`src/rtl/regfl_pkg.sv`:
```
// Shared constants and helpers for the register-file write arbiter.
package regfl_pkg;

    localparam int unsigned AW        = 3;
    localparam int unsigned DW        = 64;
    localparam int unsigned NREG      = 8;
    localparam int unsigned N_REQ_DEF = 4;
    localparam int unsigned IDXW      = 3;

    // One-hot (or zero) to binary index; zero maps to index 0.
    function automatic logic [IDXW-1:0] oh2idx(input logic [NREG-1:0] oh);
        logic [IDXW-1:0] idx;
        idx = '0;
        for (int unsigned i = 0; i < NREG; i++) begin
            if (oh[i]) idx = idx | IDXW'(i);
        end
        return idx;
    endfunction

endpackage

```
`src/rtl/regfl_wr_arb_rr_arb.sv`:
```
// Round-robin arbiter: combinational one-hot grant searched upward from a
// registered pointer, pointer advances past the winner on acceptance.
module rr_arb
    import regfl_pkg::*;
#(
    parameter int unsigned N = N_REQ_DEF
) (
    input  logic         clk,
    input  logic         rst_b,
    input  logic         en,
    input  logic [N-1:0] req,
    output logic [N-1:0] gnt
);

    localparam int unsigned PW = $clog2(N);

    logic [PW-1:0] ptr_q;
    logic [PW-1:0] ptr_d;
    logic [PW-1:0] idx;
    logic          found;

    // N is a power of two, so pointer arithmetic wraps naturally.
    always_comb begin
        gnt   = '0;
        found = 1'b0;
        idx   = '0;
        if (en) begin
            for (int unsigned k = 0; k < N; k++) begin
                idx = ptr_q + PW'(k);
                if (!found && req[idx]) begin
                    gnt[idx] = 1'b1;
                    found    = 1'b1;
                end
            end
        end
    end

    always_comb begin
        ptr_d = ptr_q;
        if (en && (|req)) begin
            ptr_d = PW'(oh2idx(NREG'(gnt))) + PW'(1);
        end
    end

    always_ff @(posedge clk or negedge rst_b) begin
        if (!rst_b) begin
            ptr_q <= '0;
        end else begin
            ptr_q <= ptr_d;
        end
    end

endmodule

```
`src/rtl/regfl_wr_arb.sv`:
```
// Write-port arbiter for the 8 x 64 register file: round-robin grant,
// one-cycle registered write port, written-scoreboard and saturating counter.
module regfl_wr_arb
    import regfl_pkg::*;
#(
    parameter int unsigned N_REQ = N_REQ_DEF,
    parameter int unsigned CW    = 16
) (
    input  logic                clk,
    input  logic                rst_b,
    input  logic                frz,
    input  logic [N_REQ-1:0]    req,
    input  logic [N_REQ*AW-1:0] addr,
    input  logic [N_REQ*DW-1:0] wdat,
    output logic [N_REQ-1:0]    gnt,
    input  logic [NREG-1:0]     inv,
    output logic                we,
    output logic [AW-1:0]       s,
    output logic [DW-1:0]       d,
    output logic [NREG-1:0]     vld,
    output logic [CW-1:0]       wr_cnt,
    output logic                busy
);

    logic            we_q,  we_d;
    logic [AW-1:0]   s_q,   s_d;
    logic [DW-1:0]   d_q,   d_d;
    logic [NREG-1:0] vld_q, vld_d;
    logic [CW-1:0]   cnt_q, cnt_d;
    logic [AW-1:0]   sel_addr;
    logic [DW-1:0]   sel_dat;

    rr_arb #(.N(N_REQ)) u_arb (
        .clk   (clk),
        .rst_b (rst_b),
        .en    (~frz),
        .req   (req),
        .gnt   (gnt)
    );

    // Grant is one-hot, so an OR-mux picks the winner's address and data.
    always_comb begin
        sel_addr = '0;
        sel_dat  = '0;
        for (int unsigned i = 0; i < N_REQ; i++) begin
            if (gnt[i]) begin
                sel_addr = sel_addr | addr[i*AW +: AW];
                sel_dat  = sel_dat  | wdat[i*DW +: DW];
            end
        end
    end

    always_comb begin
        we_d  = |gnt;
        s_d   = s_q;
        d_d   = d_q;
        vld_d = vld_q & ~inv;
        cnt_d = cnt_q;
        if (|gnt) begin
            s_d = sel_addr;
            d_d = sel_dat;
        end
        // A write landing this edge beats a clear of the same register.
        if (we_q) begin
            vld_d[s_q] = 1'b1;
            if (cnt_q != {CW{1'b1}}) cnt_d = cnt_q + CW'(1);
        end
    end

    always_ff @(posedge clk or negedge rst_b) begin
        if (!rst_b) begin
            we_q  <= 1'b0;
            s_q   <= '0;
            d_q   <= '0;
            vld_q <= '0;
            cnt_q <= '0;
        end else begin
            we_q  <= we_d;
            s_q   <= s_d;
            d_q   <= d_d;
            vld_q <= vld_d;
            cnt_q <= cnt_d;
        end
    end

    assign we     = we_q;
    assign s      = s_q;
    assign d      = d_q;
    assign vld    = vld_q;
    assign wr_cnt = cnt_q;
    assign busy   = (|req) & ~frz;

endmodule

```
`config.mk`:
```
export PLATFORM = sky130hd
export DESIGN_NAME = regfl_wr_arb
export DESIGN_NICKNAME = d
export VERILOG_FILES = /design/src/rtl/regfl_pkg.sv /design/src/rtl/regfl_wr_arb_rr_arb.sv /design/src/rtl/regfl_wr_arb.sv
export SDC_FILE = /design/constraint.sdc
export NUM_CORES = 1
export LEC_CHECK = 0
export ABC_AREA = 1
export BUFFER_PORTS_ARGS = -buffer_cell sky130_fd_sc_hd__clkbuf_2
export CAP_MARGIN = 5
export CORE_AREA = 2 2 146 148
export CTS_BUF_LIST = sky130_fd_sc_hd__clkbuf_4 sky130_fd_sc_hd__clkbuf_8
export DETAILED_ROUTE_END_ITERATION = 16
export DIE_AREA = 0 0 148 150
export MAX_ROUTING_LAYER = met4
export SLEW_MARGIN = 25
export SYNTH_ARGS = -nofsm -noshare
export SYNTH_HDL_FRONTEND = slang
export SYNTH_SLANG_ARGS = --single-unit
export TNS_END_PERCENT = 50
```
`constraint.sdc`:
```
create_clock -name clk -period 2.55 [get_ports clk]
set_input_delay 0.765 -clock clk [delete_from_list [all_inputs] [get_ports clk]]
set_output_delay 0.765 -clock clk [all_outputs]
set_load 0.01 [all_outputs]
```
Word level (Yosys, flattened, before mapping) --
Cells that the tools add are included.
Word-level totals: register bits after elaboration 94, output and inout bits 97, input port bits 283
Cells by class: bitwise gates (word level) 14, magnitude comparators 10, equal/unequal tests 1, reduce and logical (&&, ||, !) cells 15, add/subtract/negate cells 5, multiplexer cells 45
Operator list (number):
- 64-bit 2-to-1 mux | 4
- 64-bit bitwise OR | 3
- 4-bit 2-to-1 mux | 8
- 16-bit by 1-bit adder with 16-bit output, second input constant | 1
- 1-bit 2-to-1 mux | 16
- 16-bit inequality test, second input constant | 1
- 2-bit by 3-bit less-than comparator with 1-bit output, second input constant | 4
- 3-bit 2-to-1 mux | 4
- 4-bit bitwise OR | 3
- 1-bit logical AND | 9
- 3-bit bitwise OR | 3
- 8-bit AND | 1
- 1-bit binary-select mux with 2-bit select | 4
- 1-bit demux with 2-bit select | 4
- 2-bit by 1-bit greater-or-equal comparator with 1-bit output, second input constant | 4
- 8-bit 2-to-1 mux | 1
- 8-bit NOT | 1
- 8-bit bitwise OR | 1
- 4-bit OR reduction | 2
- 2-bit 2-to-1 mux | 3
- 2-bit by 1-bit adder with 2-bit output, second input constant | 2
- 2-bit adder, second input constant | 2
- 3-bit by 4-bit less-than comparator with 1-bit output, second input constant | 1
- 1-bit demux with 3-bit select | 1
- 5 further kinds | 7

Longest topological paths before layout --
Gate-level depths: netlist of run 1.
depth after elaboration 23, depth in mapped cells 16, mapped depth without buffers 14

Cells and area by module --
A second synthesis of run 1 with hierarchy kept.
Unflattened totals: cell total of the unflattened synthesis 781, area total of the unflattened synthesis 5665.4 sq um
By module, submodules not included:
- regfl_wr_arb | cells each 689, sequential area each 2302.2 sq um, times used 1, area an instance 5041.1 sq um
- rr_arb | cells each 92, sequential area each 50.0 sq um, times used 1, area an instance 624.3 sq um

Worst setup path after synthesis of run 1 --
Ideal clock, no wire load.
kind flip-flop to output port, start reg u_arb.ptr_q[0], end out gnt[2], stages on the path, launching flop included 12, slack 0.075 ns, buffers on the path 0, arrival time 1.710 ns, cell sequence dfrtp_1 -> inv_2 -> ha_1 -> inv_1 -> nand3_1 -> nand2_1 -> nand2_4 -> nor2_4 -> nand2_1 -> nand3b_4 -> nand2_1 -> inv_1
Between the ends: longest elaborated chain between the ends 16
RTL lines:
- from (decl) | RTL line regfl_wr_arb_rr_arb.sv:17 | logic [PW-1:0] ptr_q;
- from (signal assigned) | RTL line regfl_wr_arb_rr_arb.sv:49 | ptr_q <= ptr_d;
- branches (longest 14 deep; another with 2-bit by 3-bit less-than comparator with 1-bit output)
- 4-bit 2-to-1 mux (*) | RTL line regfl_wr_arb_rr_arb.sv:30 | if (!found && req[idx]) begin
- 4-bit 2-to-1 mux (*) | RTL line regfl_wr_arb_rr_arb.sv:27 | if (en) begin
- to (decl) | RTL line regfl_wr_arb.sv:15 | output logic [N_REQ-1:0] gnt,
Every way passes the cells marked *. The select of a mux whose other input is x is not followed.

Worst setup path after layout of run 1 --
start reg u_arb.ptr_q[1], end out gnt[1]
Same word-level chain as after synthesis.

==> out/qor.txt, run 1 <==
Measured slew at the worst slew-check pin = 471.1 ps
Top-area cell type share of the netlist area = 37.72%
Max FO, Critical Path = 4
Mean Syn Cell Area = 6.669 µm²
WS Path Type = flop to output port
CP Launch Type = flop
Synth Net Count = 1225
CTS Root Cell = clkbuf_8
RSZ-0062 raised after global routing = yes
H-Tree Depth = 3
All-Layer GR Usage = 20.72%
Initial DRC count = 385
Min Hold Slack = 283.4 ps
Antenna violations before repair = 0
Synth Cell Area = 6236 µm²
Main synth FF type = dfrtp_1
Clk sink count = 94
CP max stage cell = dfrtp_1
Avg WL per Cell = 14.79 µm
Minimum clock period = 2669 ps
Power per cell area = 1251 nW/µm²
Post-synthesis sequential area ratio = 37.72%
Diodes inserted = 0
Crit path largest cell delay = 390 ps
Tcrit/Tclk final = 104.6%
Share of layout cells above drive strength 1 = 36.35%
Die Height = 150 µm
Max Freq = 374.7 MHz
Failing checks = negative setup slack
Full die area = 22200 µm²
Die width = 148 µm
Final nets = 1589
Initial DRT Pass Iterations = 6
Syn. warnings = 0
Place WS = -129.2 ps
Synthesized flop and latch total = 94
Min-Delay Path Class = input port to async pin
Port bufs = 379
GRT overflow = 0
Placed Area = 8499 µm²
Final Skew = 13.03 ps
Global-route wire length before repair = 35310 µm
Final Setup Violations = 4
Clock slew at reported path FFs = 100 ps
MaxCap Viol Count = 0
CTS Buf Count = 9
Vias per cell = 4.797
Initial Util = 30.14%
Status = complete, but fails checks
Peak supply drop = 0.8648 mV
Final hold violations = 0
Site Rows = 53
DP HPWL = 18150 µm
Worst-path cell chain = inv_2, ha_4, inv_4, nand3_2, nand2_2, nand2_4, nor2_4, nand2_1, nand3_2, nand2_2, inv_2, buf_6
Relative slew margins = 68.35%
Core ar. = 20690 µm²
Dpl cells = 1556
Pin count of the biggest net entering global routing = 109
Post-route cell area = 8877 µm²
Async set or reset register ratio after synthesis = 100.0%
Number of synthesized flops with an enable pin = 0
Ports = 380
DRC violations left = 0
Post-Route WL = 23360 µm
Most frequent cells after synthesis = nand2_1, nand3_1, dfrtp_1, nor2_1, inv_1
Top cell type by total area after synthesis = dfrtp_1
Vias = 7574
Area contributors post-synth = dfrtp_1, nand3_1, nand2_1
Final non-filler cell total = 1579
Slew Limit Fails = 0
Number of global-route vias before repair = 7080
Most common cell in the netlist = nand2_1
Buffers & Inverters on Critical Path = 4
CTS tree = built
Final cell utilization of the core = 42.91%
Clk_lat worst skew = 370 ps
GP Congestion = 0.9266
Mapped Cells = 935
Antenna viol nets, final = 0
Layout area overhead = 42.36%
Synth cell types = 29
CP endpoint kind = output port
CP top delay family = simple AND/OR/NAND/NOR gates
WP data arrival = 1900 ps
Clock buffer depth = 2
Post-route setup slack = -118.5 ps
CP required = 1790 ps
Leak pwr = 0.005256 µW
where the power goes:
| group | internal (µW) | leakage [µW] | total [µW] | switching (µW) |
|---|---|---|---|---|
| logic | 2740 | 0.00398 | 7400 | 4660 |
| registers | 2220 | 0.00117 | 2650 | 425 |
| clock network | 502 | 0.000108 | 1060 | 556 |
layout make-up:
| cell class | count | area (µm²) |
|---|---|---|
| well taps | 275 | 344.1 |
| repair buffers | 418 | 2311 |
| flip-flops and latches | 94 | 2352 |
| inverters | 35 | 138.9 |
| fillers | 2241 | 11810 |
| clock inverters | 5 | 65.06 |
| multi-input cells | 741 | 3521 |
| clock buffers | 11 | 145.1 |
sequential cells by signal, indices dropped and copies added (netlist names):
| signal | cells |
|---|---|
| d | 64 |
| we | 1 |
| wr_cnt | 16 |
| s | 3 |
| u_arb.ptr_q | 2 |
| vld | 8 |
cells by family after synthesis:
group | synth area share (%)
muxes | 0.1806
AOI/OAI and AO/OA | 1.023
DFF | 37.72
buffers and inverters | 7.323
adders and majority gates | 1.404
xor gates and xnor gates | 2.107
and+or+nand+nor | 50.24
cells in the final DEF (no fill, tap or decap):
| cell type | netlist | layout |
|---|---|---|
| nand3_4 | 0 | 2 |
| nand2_2 | 1 | 12 |
| clkbuf_8 | 0 | 10 |
| bufinv_16 | 0 | 1 |
| dfrtp_1 | 94 | 94 |
| inv_1 | 32 | 26 |
| xor2_1 | 10 | 10 |
| nand3b_4 | 1 | 2 |
| o21ai_0 | 1 | 1 |
| buf_6 | 3 | 3 |
| or2_2 | 2 | 2 |
| buf_4 | 7 | 32 |
| mux2_2 | 1 | 1 |
| inv_6 | 0 | 3 |
| nand2_4 | 2 | 4 |
| ha_4 | 0 | 1 |
| or3_1 | 1 | 1 |
| nor3_1 | 5 | 5 |
| nand4_1 | 1 | 1 |
| ha_1 | 7 | 6 |
| nor2_4 | 2 | 2 |
| o22ai_1 | 8 | 8 |
| clkinv_4 | 0 | 2 |
| clkbuf_4 | 0 | 1 |
| nand3_2 | 4 | 5 |
| nand3_1 | 302 | 299 |
| inv_2 | 2 | 7 |
| xnor2_1 | 5 | 5 |
| nor2_1 | 75 | 75 |
| a41oi_1 | 1 | 1 |
| clkbuf_2 | 0 | 375 |
| nand2_1 | 311 | 298 |
| inv_4 | 0 | 1 |
| buf_12 | 0 | 8 |
per-layer routing:
layer  GRT usage, %  share of wire, %
met1          23.65                40
met5              -                 0
met3          4.939               7.3
met2          35.67                50
met4          7.238               2.4
through the flow:
stage          setup TNS [ps]  total power (µW)
2_1_floorplan               0              7230
3_5_place_dp           -385.8              9889
6_report               -462.7             11110
5_1_grt                 -1091             12210
4_1_cts                -600.9             11150
3_3_place_gp           -298.6              9796
timing repair:
item	in CTS	in global routing
resized for setup	21	14
pin swaps	10	6
setup buffers	3	4
hold buffers	0	0
endpoints found under the setup margin	4	4
gates cloned	0	0
path summary, 6_finish.rpt:
kind                           startpoint  cells after the start  slack [ps]      to
min in group clk                    d[29]                      2         480   d[29]
min                                 rst_b                      1         280  vld[4]
max reg2reg                u_arb.ptr_q[0]                     16         290   d[21]
max                        u_arb.ptr_q[1]                     12        -120  gnt[1]
max in group asynchronous           rst_b                      2        1680   d[37]
min reg2reg                         d[29]                      2         480   d[29]
(Power assumes the default switching activity.)
==> inputs of run 2 (changes only) <==
--- a/config.mk
+++ b/config.mk
@@ -13,6 +13,7 @@
 export DETAILED_ROUTE_END_ITERATION = 16
 export DIE_AREA = 0 0 148 150
 export MAX_ROUTING_LAYER = met4
+export SKIP_CTS_REPAIR_TIMING = 1
 export SLEW_MARGIN = 25
 export SYNTH_ARGS = -nofsm -noshare
 export SYNTH_HDL_FRONTEND = slang
==> out/qor.txt, run 2 (synthesis gave the netlist of run 1 again) <==
Crit-path most repeated cell = nand2_2
Tcrit/Tclk final = 106.5% (+1.8 points)
CP top delay family = simple AND/OR/NAND/NOR gates
Leak pwr = 0.005216 µW (-0.75%)
Diodes inserted = 0 (unchanged)
CTS Root Cell = clkbuf_8
Global-route wire length before repair = 35130 µm (-0.51%)
Clk_lat worst skew = 370 ps (about the same)
Post-Route WL = 23270 µm (-0.38%)
Die width = 148 µm (unchanged)
Antenna viol nets, final = 0 (unchanged)
Post-route setup TNS = -566.6 ps (-103.9 ps)
Vias per cell = 4.804 (+0.16%)
Most frequent cells in the layout = clkbuf_2, nand3_1, nand2_1
Vias = 7562 (-0.16%)
Final Setup Violations = 4 (unchanged)
WP data arrival = 1950 ps (+50 ps)
Layout area overhead = 41.51%
H-Tree Depth = 3 (unchanged)
Worst-path cell chain = inv_2, ha_4, inv_4, nand3_2, nand2_2, nand2_4, nor2_4, nand2_2, nand3b_4, nand2_2, inv_2, buf_2
Port bufs = 379 (unchanged)
Clock buffer depth = 2 (unchanged)
GP Congestion = 0.9266 (unchanged)
CP required = 1790 ps (about the same)
Ports = 380 (unchanged)
Power per cell area = 1249 nW/µm² (-0.15%)
Final nets = 1584 (-0.31%)
Measured slew at the worst slew-check pin = 471.1 ps (-0.02682 ps)
Site Rows = 53 (unchanged)
Die Height = 150 µm (unchanged)
Pin count of the biggest net entering global routing = 109 (unchanged)
Minimum clock period = 2715 ps (+46.68 ps)
All-Layer GR Usage = 20.59% (-0.13 points)
Relative slew margins = 68.35% (about the same)
Share of layout cells above drive strength 1 = 36.10% (-0.24 points)
Peak supply drop = 0.8692 mV (+0.51%)
Crit path largest cell delay = 390 ps (about the same)
Initial Util = 30.14% (unchanged)
Pwr Total = 11030 µW (-0.74%)
Avg WL per Cell = 14.78 µm (about the same)
Full die area = 22200 µm² (unchanged)
Number of global-route vias before repair = 7051 (-0.41%)
Buffers & Inverters on Critical Path = 4 (unchanged)
Failing checks = negative setup slack
Clock slew at reported path FFs = 100 ps (about the same)
Core ar. = 20690 µm² (unchanged)
CP endpoint kind = output port
MaxCap Viol Count = 0 (unchanged)
Status = complete, but fails checks
Max FO, Critical Path = 4 (unchanged)
RSZ-0062 raised after global routing = yes
CP max stage cell = dfrtp_1
CTS Buf Count = 9 (unchanged)
Min-Delay Path Class = input port to async pin
Max reg flops = 64 (unchanged)
Post-route setup slack = -165.2 ps (-46.68 ps)
Antenna violations before repair = 0 (unchanged)
CP Launch Type = flop
Initial DRT Pass Iterations = 5 (-1)
Leading cell type in the layout, fill and taps excluded = clkbuf_2
Slew Limit Fails = 0 (unchanged)
Initial DRC count = 396 (+2.9%)
CTS tree = built
DP HPWL = 18150 µm (unchanged)
GRT overflow = 0 (unchanged)
Final Skew = 13.03 ps (-0.007200 ps)
Final hold violations = 0 (unchanged)
Clk sink count = 94 (unchanged)
DRC violations left = 0 (unchanged)
Max Freq = 368.3 MHz (-1.7%)
WS Path Type = flop to output port
==> run 2: layout make-up <==
cell class | count | area, µm²
inverters | 35 | 138.9
repair buffers | 413 | 2273
multi-input cells | 741 | 3506
clock buffers | 11 | 145.1
clock inverters | 5 | 65.06
flip-flops and latches | 94 | 2352
well taps | 275 | 344.1
fillers | 2250 | 11870
==> run 2: where the power goes <==
group          internal [µW]  switching, µW
Sequential              2220            424
Combinational           2690           4630
Clock                    502            555
Total                   5410           5610
==> run 2: final timing paths <==
| kind | from | end | slack, ps | cells past startpoint |
|---|---|---|---|---|
| max in group asynchronous | rst_b | d[37] | 1680 | 2 |
| setup reg to reg | u_arb.ptr_q[1] | s[1] | 360 | 15 |
| min in group clk | d[29] | d[29] | 480 | 2 |
| setup / recovery | u_arb.ptr_q[1] | gnt[0] | -170 | 12 |
| hold reg to reg | d[29] | d[29] | 480 | 2 |
| hold / removal | rst_b | vld[4] | 280 | 1 |
==> run 2: stage by stage <==
stage                     area, µm²  setup WS [ps]  hold WS, ps  cells  utilization (%)
after floorplan                6236          75.27        469.4    935                -
after global placement         8499         -95.71        454.0   1556            41.08
after detailed placement       8499         -129.2        458.5   1556            41.08
after CTS                      8710         -387.2        264.7   1572            42.10
after global routing           8825         -289.4        283.6   1574            42.65
final                          8825         -165.2        282.7   1574            42.65
==> run 2: per-layer routing <==
metal / global-route usage, % / wire length, µm
met1: 23.67 / 9427
met2: 35.37 / 11620
met3: 4.878 / 1659
met4: 7.000 / 561
met5: - / 0
